## src/rtl/unidade_controle_genius_pkg.sv

```systemverilog
// Shared definitions for the memory-game control unit: state codes (also
// used by db_estado decoding and hex-display logic) and the Moore output
// bundle with its per-state decode.
package unidade_controle_genius_pkg;

    typedef enum logic [3:0] {
        INICIAL        = 4'd0,
        PREPARA        = 4'd1,
        INICIO_RODADA  = 4'd2,
        MOSTRA_ACESO   = 4'd3,
        MOSTRA_APAGADO = 4'd4,
        MOSTRA_PROX    = 4'd5,
        FIM_MOSTRA     = 4'd6,
        ESPERA         = 4'd7,
        REGISTRA       = 4'd8,
        COMPARA        = 4'd9,
        PROX_JOGADA    = 4'd10,
        PROX_RODADA    = 4'd11,
        FIM_ACERTO     = 4'd12,
        FIM_ERRO       = 4'd13,
        FIM_TIMEOUT    = 4'd14
    } estado_t;

    typedef struct packed {
        logic zera_endereco;
        logic conta_endereco;
        logic zera_limite;
        logic conta_limite;
        logic zeraR;
        logic registrarR;
        logic zera_s_timeout;
        logic enable_timeout;
        logic zera_modo;
        logic registra_modo;
        logic conf_leds;
        logic pronto;
        logic ganhou;
        logic perdeu;
        logic db_timeout;
    } saidas_t;

    // Output decode of a state; LEDs show memory data only in MOSTRA_ACESO.
    function automatic saidas_t saidas_de(estado_t e);
        saidas_t s;
        s = '0;
        s.conf_leds = (e != MOSTRA_ACESO);
        case (e)
            INICIAL: s.zera_modo = 1'b1;
            PREPARA: begin
                s.zera_endereco  = 1'b1;
                s.zera_limite    = 1'b1;
                s.zeraR          = 1'b1;
                s.zera_s_timeout = 1'b1;
                s.registra_modo  = 1'b1;
            end
            INICIO_RODADA: begin
                s.zera_endereco = 1'b1;
                s.zeraR         = 1'b1;
            end
            MOSTRA_PROX: s.conta_endereco = 1'b1;
            FIM_MOSTRA: begin
                s.zera_endereco  = 1'b1;
                s.zera_s_timeout = 1'b1;
            end
            ESPERA: s.enable_timeout = 1'b1;
            REGISTRA: begin
                s.registrarR     = 1'b1;
                s.zera_s_timeout = 1'b1;
            end
            PROX_JOGADA: s.conta_endereco = 1'b1;
            PROX_RODADA: begin
                s.conta_limite  = 1'b1;
                s.zera_endereco = 1'b1;
            end
            FIM_ACERTO: begin
                s.pronto = 1'b1;
                s.ganhou = 1'b1;
            end
            FIM_ERRO: begin
                s.pronto = 1'b1;
                s.perdeu = 1'b1;
            end
            FIM_TIMEOUT: begin
                s.pronto     = 1'b1;
                s.perdeu     = 1'b1;
                s.db_timeout = 1'b1;
            end
            default: ;
        endcase
        return s;
    endfunction

endpackage

```

## src/rtl/unidade_controle_genius_contador_m.sv

```systemverilog
// Modulo-M up-counter with async active-low clear, synchronous clear and
// count enable. Used as the playback display timer.
module contador_m #(
    parameter int M = 1000,
    parameter int N = 10
) (
    input  logic         i_clock,
    input  logic         i_reset,
    input  logic         i_zera_s,
    input  logic         i_conta,
    output logic [N-1:0] o_q
);

    localparam logic [N-1:0] C_MAX = N'(M - 1);

    logic [N-1:0] r_q;

    // Count with wrap at M-1; synchronous clear has priority over counting.
    always_ff @(posedge i_clock or negedge i_reset) begin
        if (!i_reset) begin
            r_q <= '0;
        end else if (i_zera_s) begin
            r_q <= '0;
        end else if (i_conta) begin
            r_q <= (r_q == C_MAX) ? '0 : r_q + 1'b1;
        end
    end

    assign o_q = r_q;

endmodule

```

## src/rtl/unidade_controle_genius.sv

```systemverilog
// Moore control unit for the memory game: plays back the stored sequence up
// to the current round limit, collects and checks one press per position,
// and ends in win / error / timeout. Outputs are registered alongside the
// state so they are clean functions of the state register.
module unidade_controle_genius
    import unidade_controle_genius_pkg::*;
#(
    parameter int T_ACESO   = 1000,
    parameter int T_APAGADO = 500,
    parameter int TIMER_N   = 10
) (
    input  logic       clock,
    input  logic       reset,
    input  logic       jogar,
    input  logic       igual,
    input  logic       enderecoIgualLimite,
    input  logic       fim_jogo,
    input  logic       jogada_feita,
    input  logic       timeout,
    output logic       zera_endereco,
    output logic       conta_endereco,
    output logic       zera_limite,
    output logic       conta_limite,
    output logic       zeraR,
    output logic       registrarR,
    output logic       zera_s_timeout,
    output logic       enable_timeout,
    output logic       zera_modo,
    output logic       registra_modo,
    output logic       conf_leds,
    output logic       pronto,
    output logic       ganhou,
    output logic       perdeu,
    output logic       db_timeout,
    output logic [3:0] db_estado
);

    localparam int M_TIMER = (T_ACESO > T_APAGADO) ? T_ACESO : T_APAGADO;
    localparam logic [TIMER_N-1:0] C_FIM_ACESO   = TIMER_N'(T_ACESO - 1);
    localparam logic [TIMER_N-1:0] C_FIM_APAGADO = TIMER_N'(T_APAGADO - 1);

    estado_t              r_estado;
    saidas_t              r_saidas;
    estado_t              w_prox;
    logic [TIMER_N-1:0]   w_q;
    logic                 w_fim_aceso;
    logic                 w_fim_apagado;
    logic                 w_mostrando;
    logic                 w_zera_timer;

    // Timer runs only inside the two MOSTRA states and is cleared on each
    // interval end, so it reads 0 on the first cycle of the next MOSTRA state.
    assign w_mostrando   = (r_estado == MOSTRA_ACESO) || (r_estado == MOSTRA_APAGADO);
    assign w_fim_aceso   = (r_estado == MOSTRA_ACESO)   && (w_q == C_FIM_ACESO);
    assign w_fim_apagado = (r_estado == MOSTRA_APAGADO) && (w_q == C_FIM_APAGADO);
    assign w_zera_timer  = !w_mostrando || w_fim_aceso || w_fim_apagado;

    contador_m #(
        .M (M_TIMER),
        .N (TIMER_N)
    ) u_timer (
        .i_clock  (clock),
        .i_reset  (reset),
        .i_zera_s (w_zera_timer),
        .i_conta  (!w_zera_timer),
        .o_q      (w_q)
    );

    // Next-state selection for the FSM.
    always_comb begin
        w_prox = r_estado;
        case (r_estado)
            INICIAL:        if (jogar) w_prox = PREPARA;
            PREPARA:        w_prox = INICIO_RODADA;
            INICIO_RODADA:  w_prox = MOSTRA_ACESO;
            MOSTRA_ACESO:   if (w_fim_aceso) w_prox = MOSTRA_APAGADO;
            MOSTRA_APAGADO: if (w_fim_apagado)
                                w_prox = enderecoIgualLimite ? FIM_MOSTRA : MOSTRA_PROX;
            MOSTRA_PROX:    w_prox = MOSTRA_ACESO;
            FIM_MOSTRA:     w_prox = ESPERA;
            ESPERA: begin
                if (timeout)           w_prox = FIM_TIMEOUT;
                else if (jogada_feita) w_prox = REGISTRA;
            end
            REGISTRA:       w_prox = COMPARA;
            COMPARA: begin
                if (!igual)                    w_prox = FIM_ERRO;
                else if (!enderecoIgualLimite) w_prox = PROX_JOGADA;
                else if (fim_jogo)             w_prox = FIM_ACERTO;
                else                           w_prox = PROX_RODADA;
            end
            PROX_JOGADA:    w_prox = ESPERA;
            PROX_RODADA:    w_prox = INICIO_RODADA;
            FIM_ACERTO, FIM_ERRO, FIM_TIMEOUT:
                            if (jogar) w_prox = PREPARA;
            default:        w_prox = INICIAL;
        endcase
    end

    // State register with outputs decoded from the next state, so both update together.
    always_ff @(posedge clock or negedge reset) begin
        if (!reset) begin
            r_estado <= INICIAL;
            r_saidas <= saidas_de(INICIAL);
        end else begin
            r_estado <= w_prox;
            r_saidas <= saidas_de(w_prox);
        end
    end

    assign zera_endereco  = r_saidas.zera_endereco;
    assign conta_endereco = r_saidas.conta_endereco;
    assign zera_limite    = r_saidas.zera_limite;
    assign conta_limite   = r_saidas.conta_limite;
    assign zeraR          = r_saidas.zeraR;
    assign registrarR     = r_saidas.registrarR;
    assign zera_s_timeout = r_saidas.zera_s_timeout;
    assign enable_timeout = r_saidas.enable_timeout;
    assign zera_modo      = r_saidas.zera_modo;
    assign registra_modo  = r_saidas.registra_modo;
    assign conf_leds      = r_saidas.conf_leds;
    assign pronto         = r_saidas.pronto;
    assign ganhou         = r_saidas.ganhou;
    assign perdeu         = r_saidas.perdeu;
    assign db_timeout     = r_saidas.db_timeout;
    assign db_estado      = r_estado;

endmodule

```

## config.mk

```make
export PLATFORM = sky130hd
export DESIGN_NAME = unidade_controle_genius
export DESIGN_NICKNAME = d
export VERILOG_FILES = /design/src/rtl/unidade_controle_genius_pkg.sv /design/src/rtl/unidade_controle_genius_contador_m.sv /design/src/rtl/unidade_controle_genius.sv
export SDC_FILE = /design/constraint.sdc
export NUM_CORES = 1
export LEC_CHECK = 0
export ABC_AREA = 1
export CORE_UTILIZATION = 49
export CTS_BUF_LIST = sky130_fd_sc_hd__clkbuf_4 sky130_fd_sc_hd__clkbuf_8
export DETAILED_ROUTE_END_ITERATION = 10
export PLACE_DENSITY = 0.85
export SLEW_MARGIN = 15
export SYNTH_ARGS = -nofsm -noshare
export SYNTH_HDL_FRONTEND = slang
export SYNTH_SLANG_ARGS = --single-unit
```

## constraint.sdc

```tcl
create_clock -name clock -period 1.5 [get_ports clock]
set_input_delay 0.3 -clock clock [delete_from_list [all_inputs] [get_ports clock]]
set_output_delay 0.3 -clock clock [all_outputs]
set_load 0.01 [all_outputs]
```

==> results.yml, run 1 <==
yosys:
  synth_cell_types: 25
  synth_area_sq_um: 1490
  syn_avg_cell_area_sq_um: 7.49
  syn_nets: 208
  synth_seq_cells: 28
  yosys_warnings: 0
  syn_inst: 199
  synth_seq_area_share_pct: 47.1
sta:
  tightest_slew_ps: 391
  period_share_pct: 121
  finalHoldViolCount: 0
  fin_ws_ps: -308
  final.min_clock_period_ps: 1810
  skew_ps: 9.42
  drv_slew: 0
  tns_ps: -6130
  rsz0062_at_grt: "yes"
  finalSetupViolCount: 29
  clock.fmax_ghz: 0.553
  relSlewSlack_pct: 73.9
run_status:
  status: "complete, but fails checks"
  violations: "DRC, setup timing"
critical_path:
  worstPathArrival_ps: 2080
  cp-end-kind: "register"
  cp_data_required_time_ps: 1770
  worstPathMaxFanout: 6
  path_class: "register to register"
  start_kind: "register"
placed_design:
  placed_cell_area_sq_um: 2020
  port_buffers: 26
  gp_congestion: 0.879
  hpwlAfterDp_microns: 2540
cells_and_area:
  fillerInstances: 75
  num-nets-final: 291
  final_common_cell: "buf_4"
  layout_common_cells: "buf_4, nand2_1, nor2_1"
  drive_gt1_share_pct: 53.0
  syn_to_final_growth_pct: 80.8
  multi_input_area_sq_um: 1070
  n_antenna_cell: 0
  design_area_sq_um: 2700
  seq_area_sq_um: 709
  largest_reg_flops: 10
drt:
  drc: 4
  wl_microns: 7430
  first_iter_violations: 227
  via_count: 2000
  vias_per_cell: 6.41
  dr.pass1.iters: 11
  wl_per_cell_microns: 23.8
  ant_nets: 0
global_route:
  globalRouteOverflowTotal: 0
  grt_max_degree: 29
  antenna_found_initial: 0
  grt_first_pass_wirelength_microns: 8100
  track_usage_pct: 32.8
  grt_pass1_vias: 1700
floorplanning:
  die_x_microns: 57.2
  io_pins: 27
  start_util_pct: 52.7
  die_y_microns: 57.2
  core_area_sq_um: 2830
  dieArea_sq_um: 3270
  std_cell_rows: 19
worst_hold_path:
  hp-class: "input port to asynchronous set/reset pin"
clock_tree:
  clk_pin_slew_ps: 160
  htree_levels: 1
  root_buffer: "clkbuf_4"
  clock_sinks: 28
  cts_tree: "done"
  clk_latency_ps: 330
  clock_path_buffers: 2
  cts_buffers: 3
job:
  maxCapViolCount: 0
power_and_ir_drop:
  p_leak_nw: 1.47
  vdd_ir_drop_max_mv: 0.999
  p_per_area_nw_per_um2: 1410
==> critical path, stage by stage (launching register included) <==
cell     delay, ps
dfrtp_2        470
buf_12         150
buf_6          130
inv_4           60
nor2_4          30
nand3_2        100
nand2_2         90
nor2_4         130
nand3_4        160
nor2_4         220
nand3_2        130
nand3_2        100
==> repair_timing <==
item / 4_1_cts / 5_1_grt
buffers inserted: 15 / 8
pin swaps: 23 / 29
hold endpoints to repair: 0 / 0
resized for setup: 77 / 70
hold buffers: 0 / 0
setup endpoints to repair: 34 / 38
==> cells in the mapped netlist (all sizes together) <==
| library cell | number | area, sq um |
|---|---|---|
| o211ai | 1 | 7.51 |
| nor3 | 7 | 40.0 |
| nand4 | 2 | 12.5 |
| o2111ai | 1 | 15.0 |
| ha | 1 | 12.5 |
| a21oi | 3 | 15.0 |
| o21bai | 1 | 7.51 |
| inv | 26 | 97.6 |
| o21ai | 2 | 10.0 |
| buf | 2 | 12.5 |
| xor2 | 4 | 35.0 |
| dfstp | 2 | 52.6 |
| nor2 | 46 | 193 |
| nand3 | 19 | 105 |
| dfrtp | 26 | 651 |
| nand2 | 54 | 210 |
| nand3b | 2 | 15.0 |
==> kinds of logic (layout without fill, tap and decap cells) <==
logic type | count (synthesis) | in the layout | synth area share [%]
DFF | 28 | 28 | 47.1
and+or+nand+nor | 130 | 130 | 38.6
xor gates and xnor gates | 4 | 4 | 2.35
adders and majority gates | 1 | 1 | 0.839
buffers and inverters | 28 | 110 | 7.38
AOI/OAI and AO/OA | 8 | 8 | 3.69
==> cell type report <==
cell class,instances,share of cell area (%)
Tap cell,31,1.44
Inverter,26,3.81
Timing Repair Buffer,80,27.5
Sequential cell,28,26.3
Clock buffer,4,1.35
Multi-Input combinational cell,143,39.6
==> routing by layer <==
metal / part of all wire [%] / up-vias / wire length [microns] / GRT usage, %
met4: 9.6 / 0 / 714 / 20.2
met2: 46 / 229 / 3390 / 53.3
li1: - / 786 / - / -
met5: 0 / - / 0 / 0
met1: 33 / 907 / 2440 / 41.3
met3: 12 / 78 / 889 / 4.76
==> worst paths after layout <==
kind	startpoint	end	slack, ps	depth (start not counted)
setup reg to reg	db_estado[0]$_DFF_PN0_	zera_s_timeout$_DFF_PN0_	-310	11
hold / removal	reset	ganhou$_DFF_PN0_	340	2
min in group clock	u_timer.o_q[0]$_DFF_PN0_	u_timer.o_q[0]$_DFF_PN0_	650	2
max in group asynchronous	reset	conf_leds$_DFF_PN1_	850	2
hold reg to reg	u_timer.o_q[0]$_DFF_PN0_	u_timer.o_q[0]$_DFF_PN0_	650	2
setup / recovery	db_estado[0]$_DFF_PN0_	zera_s_timeout$_DFF_PN0_	-310	11
==> power breakdown <==
part	total [W]	leakage, nW	internal, W	switching, W
clock network	0.000381	0.0210	0.000148	0.000233
logic	0.00243	1.09	0.00104	0.00138
registers	0.000997	0.365	0.000898	0.0000990
total	0.00381	1.47	0.00209	0.00172
==> metrics by stage <==
| stage | cells | hold slack (ps) | setup WS [ps] | utilization, % | power [W] |
|---|---|---|---|---|---|
| 6_report | 312 | 337 | -308 | 95.3 | 0.00381 |
| 5_1_grt | 312 | 342 | -371 | 95.3 | 0.00396 |
| 3_5_place_dp | 286 | 530 | -295 | 71.4 | 0.00226 |
| 2_1_floorplan | 199 | 4.41 | 9.26 | - | 0.00171 |
| 3_3_place_gp | 286 | 523 | -247 | 71.4 | 0.00223 |
| 4_1_cts | 305 | 337 | -94.4 | 84.8 | 0.00317 |
Note: power is estimated with default switching activity, not from simulation.
==> inputs of run 2 (changes only) <==
--- a/config.mk
+++ b/config.mk
@@ -9,7 +9,7 @@
 export CORE_UTILIZATION = 49
 export CTS_BUF_LIST = sky130_fd_sc_hd__clkbuf_4 sky130_fd_sc_hd__clkbuf_8
 export DETAILED_ROUTE_END_ITERATION = 10
-export PLACE_DENSITY = 0.85
+export PLACE_DENSITY = 0.78
 export SLEW_MARGIN = 15
 export SYNTH_ARGS = -nofsm -noshare
 export SYNTH_HDL_FRONTEND = slang
==> run 2 against run 1 <==
Effect of this change:
- the flow still finishes with violations (DRC, setup timing)
- non-clock buffer count fell by 5
- clock-buffer cell count is 1 lower
- sequential share of layout area rose by 1.6 points
- worst setup slack gained 41 ps
- wire length decreased by 30%
- die area did not move
==> results.yml, run 2 (same netlist as run 1, synthesis figures left out) <==
sta:
  period_share_pct: 118
  holdWs_ps: 292
  finalSetupViolCount: 25
  tightest_slew_ps: 377
  relSlewSlack_pct: 74.9
  fin_ws_ps: -267
  skew_ps: 6.80
  finalHoldViolCount: 0
  drv_slew: 0
  final.min_clock_period_ps: 1770
  clock.fmax_ghz: 0.566
  rsz0062_at_grt: "yes"
placed_design:
  gp_congestion: 0.921
  placed_cell_area_sq_um: 1990
  hpwlAfterDp_microns: 2490
  port_buffers: 26
  place_ws_ps: -305
floorplanning:
  io_pins: 27
  die_x_microns: 57.2
  core_area_sq_um: 2830
  dieArea_sq_um: 3270
  std_cell_rows: 19
  die_y_microns: 57.2
  start_util_pct: 52.7
power_and_ir_drop:
  netSwitchingFraction_pct: 41.0
  p_leak_nw: 1.39
  switchingPower_w: 0.00143
  seqPwrFrac_pct: 27.7
  clockPowerShare_pct: 14.4
  combPwrFrac_pct: 57.9
  internal-power_w: 0.00206
  p_per_area_nw_per_um2: 1380
  power.total_w: 0.00350
  vdd_ir_drop_max_mv: 0.931
cells_and_area:
  drive_gt1_share_pct: 44.6
  n_antenna_cell: 0
  num-nets-final: 286
  syn_to_final_growth_pct: 69.6
  design_area_sq_um: 2530
  layout_common_cells: "buf_4, nand2_1, nor2_1"
  largest_reg_flops: 10
  final_common_cell: "buf_4"
clock_tree:
  clk_pin_slew_ps: 160
  cts_buffers: 3
  clock_sinks: 28
  clock_path_buffers: 2
  root_buffer: "clkbuf_4"
  htree_levels: 1
  clk_latency_ps: 340
  cts_tree: "done"
  cts_hold_buf: 0
run_status:
  violations: "DRC, setup timing"
  status: "complete, but fails checks"
drt:
  first_iter_violations: 147
  wl_per_cell_microns: 17.0
  vias_per_cell: 5.67
  dr.pass1.iters: 8
  wl_microns: 5200
  ant_nets: 0
  drc: 2
  via_count: 1742
critical_path:
  start_kind: "register"
  r2r_setup_slack_ps: -270
  cp-end-kind: "register"
  cp_data_required_time_ps: 1780
  path_class: "register to register"
  rr_startpoint: "db_estado[1]$_DFF_PN0_"
  timing.rr.end: "zera_endereco$_DFF_PN0_"
  worstPathMaxFanout: 5
  worstPathArrival_ps: 2050
  r2r_cells: 11
global_route:
  grt_util_met1_pct: 38.7
  track_usage_pct: 29.1
  grt.busiest_layer: "met2"
  grt_use_met2_pct: 48.2
  gr-usage-met3_pct: 4.31
  grt_first_pass_wirelength_microns: 7230
  grt_max_degree: 29
  antenna_found_initial: 0
  grt_pass1_vias: 1582
  globalRouteOverflowTotal: 0
job:
  maxCapViolCount: 0
worst_hold_path:
  hp-class: "input port to asynchronous set/reset pin"
[run 2: cell count changes in the layout (fill, tap and decap cells not counted), sizes merged]
cell,change
buf,-5
clkbuf,-2
bufinv,+1
clkdlybuf4s15,+1
[run 2: cell type report]
class                      count  area (sq um)
multi-input combinational    143           933
sequential                    28           707
timing repair buffer          75           688
fill                         120           299
inverter                      26           110
tap                           31          38.8
clock inverter                 1          30.0
clock buffer                   3          22.5
[run 2: critical path: stages (launching register included)]
cell,delay [ps]
dfrtp_2,450
buf_6,130
inv_2,50
nand2_1,70
nor2_1,60
nor2_2,150
nand2_1,110
nor2_1,130
nand2_1,110
nor2_4,230
nand3_4,130
nand3_1,80
[run 2: metal layers]
| metal | up-vias | routed length (microns) |
|---|---|---|
| met5 | - | 0 |
| met4 | 0 | 185 |
| met3 | 26 | 388 |
| met2 | 117 | 2570 |
| met1 | 824 | 2060 |
| li1 | 775 | - |
[run 2: power by group through the flow]
stage / Clock [W] / Sequential, W / Combinational (W)
after global placement: 0 / 0.000994 / 0.00118
after floorplan: 0 / 0.00102 / 0.000690
after CTS: 0.000493 / 0.000957 / 0.00163
final: 0.000504 / 0.000968 / 0.00202
after global routing: 0.000526 / 0.000976 / 0.00213
after detailed placement: 0 / 0.000991 / 0.00120
[run 2: worst max-delay path by stage]
stage | startpoint | end | slack [ps] | cells after the start
2_1_floorplan | db_estado[0]$_DFF_PN0_ | zera_endereco$_DFF_PN0_ | 9 | 10
3_3_place_gp | enderecoIgualLimite | zera_endereco$_DFF_PN0_ | -290 | 10
3_5_place_dp | enderecoIgualLimite | zera_endereco$_DFF_PN0_ | -310 | 10
4_1_cts | u_timer.o_q[0]$_DFF_PN0_ | zera_modo$_DFF_PN1_ | -110 | 9
5_1_grt | db_estado[1]$_DFF_PN0_ | zera_endereco$_DFF_PN0_ | -330 | 11
6_report | db_estado[1]$_DFF_PN0_ | zera_endereco$_DFF_PN0_ | -270 | 11
[run 2: repair_timing]
item,4_1_cts,5_1_grt
pin swaps,12,16
cloned,0,0
resized for setup,65,40
endpoints found under the setup margin,36,37
buffers inserted,13,11
[run 2: metrics by stage]
step | utilization [%] | instances | TNS [ps]
after floorplan | - | 199 | 0
after global placement | 70.3 | 280 | -3500
after detailed placement | 70.3 | 280 | -3900
after CTS | 82.4 | 297 | -924
after global routing | 89.4 | 307 | -4960
final | 89.4 | 307 | -3650
